**src/rtl/pipe_hazard_ctrl.sv**
```systemverilog
// pipe_hazard_ctrl
//   Hazard and sequencing controller for the 5-stage RV64 pipeline.
//   - Inserts one ID/EX bubble on a load-use hazard.
//   - Flushes IF/ID, ID/EX and EX/MEM when a taken branch resolves in MEM.
//   - Freezes the pipeline while data memory is busy. A redirect seen
//     during the freeze is remembered and applied on the release cycle.
//   - Keeps wrapping stall/flush counters and a sticky memory-timeout flag.
//
// Ports
//   clk, reset           : clock, synchronous active-high reset
//   idex_memread, idex_rd: load flag and destination of the ID/EX instruction
//   ifid_rs1, ifid_rs2   : source registers of the IF/ID instruction
//   ifid_rs2_valid       : IF/ID instruction actually reads rs2
//   branch_taken         : taken branch resolved in EX/MEM
//   mem_busy             : data memory not ready this cycle
//   pc_write, ifid_write : PC and IF/ID register enables
//   ifid_flush, idex_flush, exmem_flush : pipeline register clears
//   pipe_hold            : freeze ID/EX, EX/MEM and MEM/WB
//   stall_cnt, flush_cnt : stall cycles / redirects applied (wrapping)
//   mem_timeout          : sticky flag, memory wait exceeded TIMEOUT cycles
//   state                : RUN=0, LOAD_BUBBLE=1, MEM_WAIT=2

module pipe_hazard_ctrl #(
    parameter int CNT_W   = 32,
    parameter int TIMEOUT = 255,
    parameter int TO_W    = 8
) (
    input  logic             clk,
    input  logic             reset,
    input  logic             idex_memread,
    input  logic [4:0]       idex_rd,
    input  logic [4:0]       ifid_rs1,
    input  logic [4:0]       ifid_rs2,
    input  logic             ifid_rs2_valid,
    input  logic             branch_taken,
    input  logic             mem_busy,
    output logic             pc_write,
    output logic             ifid_write,
    output logic             ifid_flush,
    output logic             idex_flush,
    output logic             exmem_flush,
    output logic             pipe_hold,
    output logic [CNT_W-1:0] stall_cnt,
    output logic [CNT_W-1:0] flush_cnt,
    output logic             mem_timeout,
    output logic [1:0]       state
);

    typedef enum logic [1:0] {
        RUN         = 2'd0,
        LOAD_BUBBLE = 2'd1,
        MEM_WAIT    = 2'd2
    } state_t;

    localparam logic [TO_W-1:0] TO_MAX = TO_W'(TIMEOUT);

    state_t            state_q, state_d;
    logic              br_pending_q, br_pending_d;
    logic [TO_W-1:0]   wait_cnt_q, wait_cnt_d;
    logic [CNT_W-1:0]  stall_cnt_q, flush_cnt_q;
    logic              mem_timeout_q;
    logic              stall_inc, flush_inc, timeout_set;
    logic              load_use;

    // rd==x0 never creates a hazard since x0 is never written.
    assign load_use = idex_memread && (idex_rd != 5'd0) &&
                      ((idex_rd == ifid_rs1) ||
                       (ifid_rs2_valid && (idex_rd == ifid_rs2)));

    // Next-state and Mealy control outputs. Priority outside MEM_WAIT is
    // memory freeze, then redirect, then load-use bubble; the redirect wins
    // over the bubble because the instruction that would stall is flushed.
    always_comb begin
        pc_write     = 1'b1;
        ifid_write   = 1'b1;
        ifid_flush   = 1'b0;
        idex_flush   = 1'b0;
        exmem_flush  = 1'b0;
        pipe_hold    = 1'b0;
        state_d      = RUN;
        br_pending_d = br_pending_q;
        wait_cnt_d   = wait_cnt_q;
        stall_inc    = 1'b0;
        flush_inc    = 1'b0;
        timeout_set  = 1'b0;

        if (reset) begin
            pc_write    = 1'b0;
            ifid_write  = 1'b0;
            ifid_flush  = 1'b1;
            idex_flush  = 1'b1;
            exmem_flush = 1'b1;
        end else begin
            case (state_q)
                MEM_WAIT: begin
                    if (mem_busy) begin
                        pc_write     = 1'b0;
                        ifid_write   = 1'b0;
                        pipe_hold    = 1'b1;
                        stall_inc    = 1'b1;
                        br_pending_d = br_pending_q | branch_taken;
                        state_d      = MEM_WAIT;
                        // Saturate at TIMEOUT; waiting goes on after the flag.
                        if (wait_cnt_q == TO_MAX) begin
                            timeout_set = 1'b1;
                        end else begin
                            wait_cnt_d = wait_cnt_q + TO_W'(1);
                        end
                    end else begin
                        // Release: load-use is deliberately not checked here,
                        // the unfrozen load is re-evaluated next cycle.
                        if (br_pending_q || branch_taken) begin
                            ifid_flush  = 1'b1;
                            idex_flush  = 1'b1;
                            exmem_flush = 1'b1;
                            flush_inc   = 1'b1;
                        end
                        br_pending_d = 1'b0;
                        wait_cnt_d   = '0;
                        state_d      = RUN;
                    end
                end

                default: begin
                    br_pending_d = 1'b0;
                    if (mem_busy) begin
                        pc_write     = 1'b0;
                        ifid_write   = 1'b0;
                        pipe_hold    = 1'b1;
                        stall_inc    = 1'b1;
                        br_pending_d = branch_taken;
                        wait_cnt_d   = TO_W'(1);
                        state_d      = MEM_WAIT;
                    end else if (branch_taken) begin
                        ifid_flush  = 1'b1;
                        idex_flush  = 1'b1;
                        exmem_flush = 1'b1;
                        flush_inc   = 1'b1;
                    end else if (load_use && (state_q == RUN)) begin
                        // LOAD_BUBBLE masks lu so one load gets one bubble.
                        pc_write   = 1'b0;
                        ifid_write = 1'b0;
                        idex_flush = 1'b1;
                        stall_inc  = 1'b1;
                        state_d    = LOAD_BUBBLE;
                    end
                end
            endcase
        end
    end

    // State, pending redirect, wait counter, statistics and sticky flag.
    always_ff @(posedge clk) begin
        if (reset) begin
            state_q       <= RUN;
            br_pending_q  <= 1'b0;
            wait_cnt_q    <= '0;
            stall_cnt_q   <= '0;
            flush_cnt_q   <= '0;
            mem_timeout_q <= 1'b0;
        end else begin
            state_q      <= state_d;
            br_pending_q <= br_pending_d;
            wait_cnt_q   <= wait_cnt_d;
            if (stall_inc) begin
                stall_cnt_q <= stall_cnt_q + CNT_W'(1);
            end
            if (flush_inc) begin
                flush_cnt_q <= flush_cnt_q + CNT_W'(1);
            end
            if (timeout_set) begin
                mem_timeout_q <= 1'b1;
            end
        end
    end

    assign stall_cnt   = stall_cnt_q;
    assign flush_cnt   = flush_cnt_q;
    assign mem_timeout = mem_timeout_q;
    assign state       = state_q;

endmodule

```
**config.mk**
```make
export PLATFORM = sky130hd
export DESIGN_NAME = pipe_hazard_ctrl
export DESIGN_NICKNAME = d
export VERILOG_FILES = /design/src/rtl/pipe_hazard_ctrl.sv
export SDC_FILE = /design/constraint.sdc
export NUM_CORES = 1
export LEC_CHECK = 0
export ABC_AREA = 1
export CAP_MARGIN = 20
export CORE_UTILIZATION = 56
export CTS_BUF_LIST = sky130_fd_sc_hd__clkbuf_16
export DETAILED_ROUTE_END_ITERATION = 16
export GPL_ROUTABILITY_DRIVEN = 0
export PLACE_DENSITY = 0.86
export SLEW_MARGIN = 15
export SYNTH_ARGS = -nofsm -noshare
export SYNTH_HDL_FRONTEND = slang
export SYNTH_SLANG_ARGS = --single-unit
```
**constraint.sdc**
```tcl
create_clock -name clk -period 3.6 [get_ports clk]
set_input_delay 0.54 -clock clk [delete_from_list [all_inputs] [get_ports clk]]
set_output_delay 0.54 -clock clk [all_outputs]
set_load 0.02 [all_outputs]
```
==> run metrics, run 1 <==
status completed; overall routing resource usage 28.0%; Mapped Area 4420 µm²; vias in the first global route around 4500; sum of negative setup slack 0 ns; CTS buffer count 9; Slowest-stage cell, CP clkdlybuf4s50_1; worst r2r src stall_cnt[0]$_SDFFE_PP0P_; top post-synthesis cells by area dfxtp_1 (34%), nand2_1 (19%), nor2_1 (10%), inv_1 (7.7%), nand3_1 (6.1%); first-pass GRT wire length around 19000 µm; crit-path cells clkdlybuf4s50_1 > nand2_1 > nand2_1 > nor2_1 > nand3_1 > nand2_1 > nand3_1 > nand2_1 > nor2_1 > clkdlybuf4s50_1; FF-to-FF path depth 10; DP Cell Count 904; Initial DRC Count 328; clock insertion delay at the later pin of the skew report between 0.3 and 0.4 ns; Cell Count, Final, Fillers Out between 900 and 1000; crit path to ifid_write; Worst R2R End stall_cnt[30]$_SDFFE_PP0P_; num ports 94; Fill cells 647; post-synthesis cell type count 38; Tot Pwr 1.80 mW; most common cell in the netlist nand2_1; GR Overflow Total 0; via count just under 5000; Clock Sinks 76; Commonest cells post-synth nand2_1 (224), nor2_1 (122), inv_1 (91), dfxtp_1 (76), nand3_1 (54); Cells after Synth between 700 and 800; Fin. Hold Viols 0; fraction of layout cells with a size suffix above 1 4.90%; worst path required time 3.06 ns; Setup Fix Bufs, Post-CTS 0; finished layout cell area 5660 µm²; Post-DP HPWL 8350 µm; Ys Warns 0; largest stage delay on the critical path 0.67 ns; Peak VDD IR 0.000215 V; Die Height 90.8 µm; endpoint class of the critical path output pin; # DRC 0; area occupied by multi-input gates approximately 2400 µm²; FFs w/ async S/R, synth 0%; post_cts resized 0; clk slew on worst S/H paths 0.06 ns; Starting Density 57.5%; final antenna diode count 0; Final Util 73.6%; register bit total from synthesis 76; Worst Clk Skew 0.00821 ns; placed inst area between 5000 and 6000 µm²; Primary FF master, synth dfxtp_1; leading area contributor after synthesis dfxtp_1; Hold Crit Class reg -> reg; Slew @ Worst Pin 0.600 ns; met1 Usage GRT about a third; area share of the largest cell type after synthesis 34.4%; Detailed Route WL roughly 11000 µm; nets 837; Crit Path Category in -> out; share of the yosys chip area belonging to registers 34.4%; slew margin rel. 59.7%; area occupied by registers 1520 µm²; largest net degree at the start of global routing 59; initial antenna violation count 0; Worst Setup Start Kind primary input; CTS HTree Levels 3; EDFF count, synth 0; P_leak 2.24 nW; root buf cell clkbuf_16; Core Area roughly 7700 µm²; Die Area 8250 µm²; crit path max fanout 5; CTS tree done; Layout area overhead 28.2%; GRT met3 Usage under 10%; Final Max Tran Viols 0; synthesized area per cell around 6.1 µm²; PortBufs 93; Final min period 3.11 ns; RSZ-0062 raised after global routing false; # hold bufs at CTS 0; P per Cell Area between 300 and 400 nW/µm²; # setup viols final 0; R2R Setup Slk ~1.5 ns; GRT Max-Usage Layer met2; Hold Crit Start wait_cnt_q[5]$_SDFFE_PP0P_; Core Rows 32; drt wl/cell 12.5 µm; Fmax 321 MHz; Max clock buf depth 2; TritonRoute pass-1 iters 5; Final Cycle Share 86.5%; grt met2 use 48.1%; Top cell by count, worst path nand2_1; Die X-Extent 90.8 µm; ANT nets after route 0; syn nets ~750; Critical Path AT around 2.6 ns; critical path startpoint idex_rd[0]; Vias per Instance between 5 and 6; Max Cap Violations 0
[flip-flops by register name, summed over array words and instances (netlist names)]
name / count
br_pending_q: 1
flush_cnt: 32
mem_timeout: 1
stall_cnt: 32
state: 2
wait_cnt_q: 8
[per-stage QoR]
step	setup slack (ns)	hold WS, ns
6_report	0.486	0.450
2_1_floorplan	1.26	0.421
5_1_grt	0.324	0.487
3_3_place_gp	0.618	0.429
4_1_cts	0.482	0.455
3_5_place_dp	0.495	0.447
[metal layers]
layer  up-vias  share of wire [%]
li1       2463                  -
met1      2217                 43
met2       190                 48
met3        23                7.8
met4         0                1.8
met5         -                  0
[cell usage in the layout (no fill, tap or decap), types with 9 or more instances in the layout]
master,netlist,layout
clkbuf_16,0,9
clkdlybuf4s50_1,0,92
inv_1,91,91
dfxtp_1,76,76
nand3_1,54,54
o21ai_0,10,10
nand2_1,224,224
nor3_1,22,22
a21oi_1,36,36
nor2_1,122,122
nand4_1,14,14
[power by group]
group	switching, mW	total [mW]	internal [mW]
Clock	0.345	0.799	0.455
Sequential	0.00622	0.853	0.847
Combinational	0.0857	0.143	0.0572
Total	0.437	1.80	1.36
[cell families (layout without fill, tap and decap cells)]
logic type / after synthesis / count (layout) / synth area share (%)
and+or+nand+nor: 459 / 459 / 44.5
buffers and inverters: 111 / 207 / 10.3
DFF: 76 / 76 / 34.4
AOI/OAI and AO/OA: 62 / 62 / 7.93
xor gates and xnor gates: 10 / 10 / 1.98
adders and majority gates: 3 / 3 / 0.850
[area by class of cell]
type | instances | share of cell area (%)
Timing Repair Buffer | 97 | 16.9
Clock buffer | 9 | 3.98
Multi-Input combinational cell | 534 | 43.1
Inverter | 95 | 6.30
Sequential cell | 76 | 26.9
Tap cell | 102 | 2.25
Clock inverter | 6 | 0.575
[worst min-delay path by stage]
stage | slack, ns | cells past startpoint | end
6_report | 0.45 | 2 | wait_cnt_q[5]$_SDFFE_PP0P_
3_3_place_gp | 0.43 | 2 | wait_cnt_q[5]$_SDFFE_PP0P_
3_5_place_dp | 0.45 | 2 | wait_cnt_q[5]$_SDFFE_PP0P_
5_1_grt | 0.49 | 2 | mem_timeout$_SDFFE_PP0P_
4_1_cts | 0.45 | 2 | wait_cnt_q[5]$_SDFFE_PP0P_
2_1_floorplan | 0.42 | 2 | wait_cnt_q[5]$_SDFFE_PP0P_
[worst max-delay path: cells and delay by family]
family        cells  cell delay [ns]
buf+inv           2             1.23
simple gates      8             0.81
No activity file was read; power rests on OpenSTA's default activity.
==> inputs of run 2 (changes only) <==
- CTS_CLUSTER_DIAMETER: unset -> 200
==> results of run 2 <==
Same layout as run 1: the final DEF is identical, and so are final timing and power.
==> inputs of run 3 (changes only) <==
- CAP_MARGIN: 20 -> 25
==> results of run 3 <==
Same layout as run 1: the final DEF is identical, and so are final timing and power.
==> RTL change (flow settings as in run 1) <==
Register the output `flush_cnt` once more, with the module's reset; this adds one clock of latency there. The other outputs are not delayed to match. Comments in the files are not updated.
--- a/src/rtl/pipe_hazard_ctrl.sv
+++ b/src/rtl/pipe_hazard_ctrl.sv
@@ -175,7 +175,13 @@
     end
 
     assign stall_cnt   = stall_cnt_q;
-    assign flush_cnt   = flush_cnt_q;
+    always_ff @(posedge clk) begin
+        if (reset) begin
+            flush_cnt <= '0;
+        end else begin
+            flush_cnt <= flush_cnt_q;
+        end
+    end
     assign mem_timeout = mem_timeout_q;
     assign state       = state_q;
 
Behaviour: not the same (a bounded check fails within 4 cycles, from zero or initial values and one cycle with reset high).
==> RTL change against run 1 <==
- cell area up 16%
- setup slack worse by 0.048 ns
- highest routed layer unchanged
- routed wire length up 3.9%
- synthesized area up 19%
- combinational power about the same
- sequential cell count up 32
- largest cell class unchanged
- synthesized cell count up 10%
- critical path type unchanged
- power up 34%
- via count up 3.7%
==> RTL change: results (changes against run 1) <==
R2r setup slk: 1.72 ns (was 1.48 ns)
Multi-input combinational cell area: 2510 um2 (was 2440 um2)
Clock sinks: 108 (was 76)
ClkCell Share: 4.95% (was 4.55%)
Crit path max fanout: 5 (unchanged)
Port Buffers: 93 (unchanged)
Clock Root Buffer: clkbuf_16 (unchanged)
FF-to-FF End: stall_cnt[26] (was stall_cnt[30])
Cells after DPL: 978 (was 904)
Clock latency on the worst-skew pair: 0.34 ns (about the same)
Clock transition at the registers of the reported paths: 0.07 ns
Remaining DRCs: 0 (unchanged)
Sequential area share after synthesis: 41.3% (was 34.4%)
Arr. time, crit path: 2.62 ns (was 2.57 ns)
Crit path to: ifid_write (unchanged)
Antenna viol nets, final: 0 (unchanged)
Global Route Usage Sum: 24.9% (was 28.0%)
Instance area after placement: 6230 um2 (was 5400 um2)
Synth async-reset ratio: 0% (unchanged)
Logic inverters: 123 (was 95)
Clock skew: 0.00811 ns (was 0.00821 ns)
Tightest Hold Check Type: reg2reg (unchanged)
Worst-case reg-to-reg path depth: 8 (was 10)
1st-iter DRT viols: 271 (was 328)
Area Growth Syn to Fin: 25.1% (was 28.2%)
Fin crit period: 3.16 ns (was 3.11 ns)
Max IR drop VDD: 219 uV (was 215 uV)
First-pass GRT wire length: 19600 um (was 19100 um)
Longest Clk Path Bufs: 2 (unchanged)
Via density: 5.11 (was 5.32)
Vias in the first global route: 4515 (was 4517)
Antenna violations before repair: 0 (unchanged)
Distinct cell type count after synthesis: 38 (unchanged)
Synth top area cells: dfxtp_1 (41%), nand2_1 (15%), nor2_1 (9.5%), inv_1 (8.5%), nand3_1 (5.0%) (was dfxtp_1 (34%), nand2_1 (19%), nor2_1 (10%), inv_1 (7.7%), nand3_1 (6.1%))
Post-synth top flop: dfxtp_1 (unchanged)
Crit path launch: idex_rd[0] (unchanged)
Post_cts resized: 0 (unchanged)
Layout cells sized above 1: 7.00% (was 4.90%)
Synthesized instance count: 793 (was 721)
Most frequent cells after synthesis: nand2_1 (211), nor2_1 (132), inv_1 (118) (was nand2_1 (224), nor2_1 (122), inv_1 (91))
Nets: 905 (was 837)
Post-CTS setup buffers: 0 (unchanged)
Reg2reg start: stall_cnt[0] (unchanged)
Fillers: 715 (was 647)
Largest net degree at the start of global routing: 60 (was 59)
DRT Pass-1 Iters: 5 (unchanged)
Clk_buf instances: 9 (unchanged)
Final Non-Filler Cells: 994 (was 919)
CTS H-tree depth: 3 (unchanged)
Max transition margin: 60.0% (was 59.7%)
Pre-CTS WS: 0.462 ns (was 0.495 ns)
Final wirelength: 11900 um (was 11500 um)
Syn nets: 817 (was 745)
Number of non-clock buffers: 97 (unchanged)
Reg area: 2160 um2 (was 1520 um2)
Buffering overhead: 14.6% (was 16.9%)
Static Leak: 2.62 nW (was 2.24 nW)
Multi-In Gates: 542 (was 534)
Status: finished, final reports clean (unchanged)
Dpl hpwl: 8750 um (was 8350 um)
[RTL change: where the power goes]
| part | total (mW) | switching [mW] | leakage [nW] | internal [mW] |
|---|---|---|---|---|
| logic | 0.143 | 0.0878 | 1.61 | 0.0557 |
| clock network | 1.06 | 0.443 | 0.144 | 0.612 |
| registers | 1.21 | 0.00587 | 0.871 | 1.20 |
| total | 2.40 | 0.537 | 2.62 | 1.87 |
[RTL change: kinds of logic (layout without fill, tap and decap cells)]
kind of cell	count (synthesis)	after routing	share of synthesized area (%)
fa+ha+maj	3	3	0.717
compound gates	60	60	6.35
simple gates	476	476	40.4
xor+xnor	3	3	0.502
flops	108	108	41.3
buf+inv	143	236	10.8
[RTL change: worst max-delay path: stages]
cell and delay [ns]:
clkdlybuf4s50_1 0.48, nor2_1 0.16, nand4_1 0.11, nand3_1 0.08, inv_1 0.05, nand3_1 0.11
nand2_2 0.09, nor2_1 0.31, clkdlybuf4s50_1 0.69
[RTL change: metal layers]
layer / share of wire, % / track usage [%] / vias up
li1: - / - / 2652
met1: 43 / 28.5 / 2252
met4: 2.0 / 10.2 / 0
met3: 6.1 / 4.96 / 21
met2: 49 / 45.1 / 151
met5: 0 / 0 / -
[RTL change: worst min-delay path by stage]
stage	start	to	slack [ns]	cells after the start
2_1_floorplan	wait_cnt_q[5]	wait_cnt_q[5]	0.42	2
3_3_place_gp	wait_cnt_q[5]	wait_cnt_q[5]	0.43	2
3_5_place_dp	flush_cnt_q[18]	flush_cnt[18]	0.44	2
4_1_cts	flush_cnt_q[18]	flush_cnt[18]	0.46	2
5_1_grt	flush_cnt_q[31]	flush_cnt[31]	0.48	2
6_report	flush_cnt_q[18]	flush_cnt[18]	0.46	2
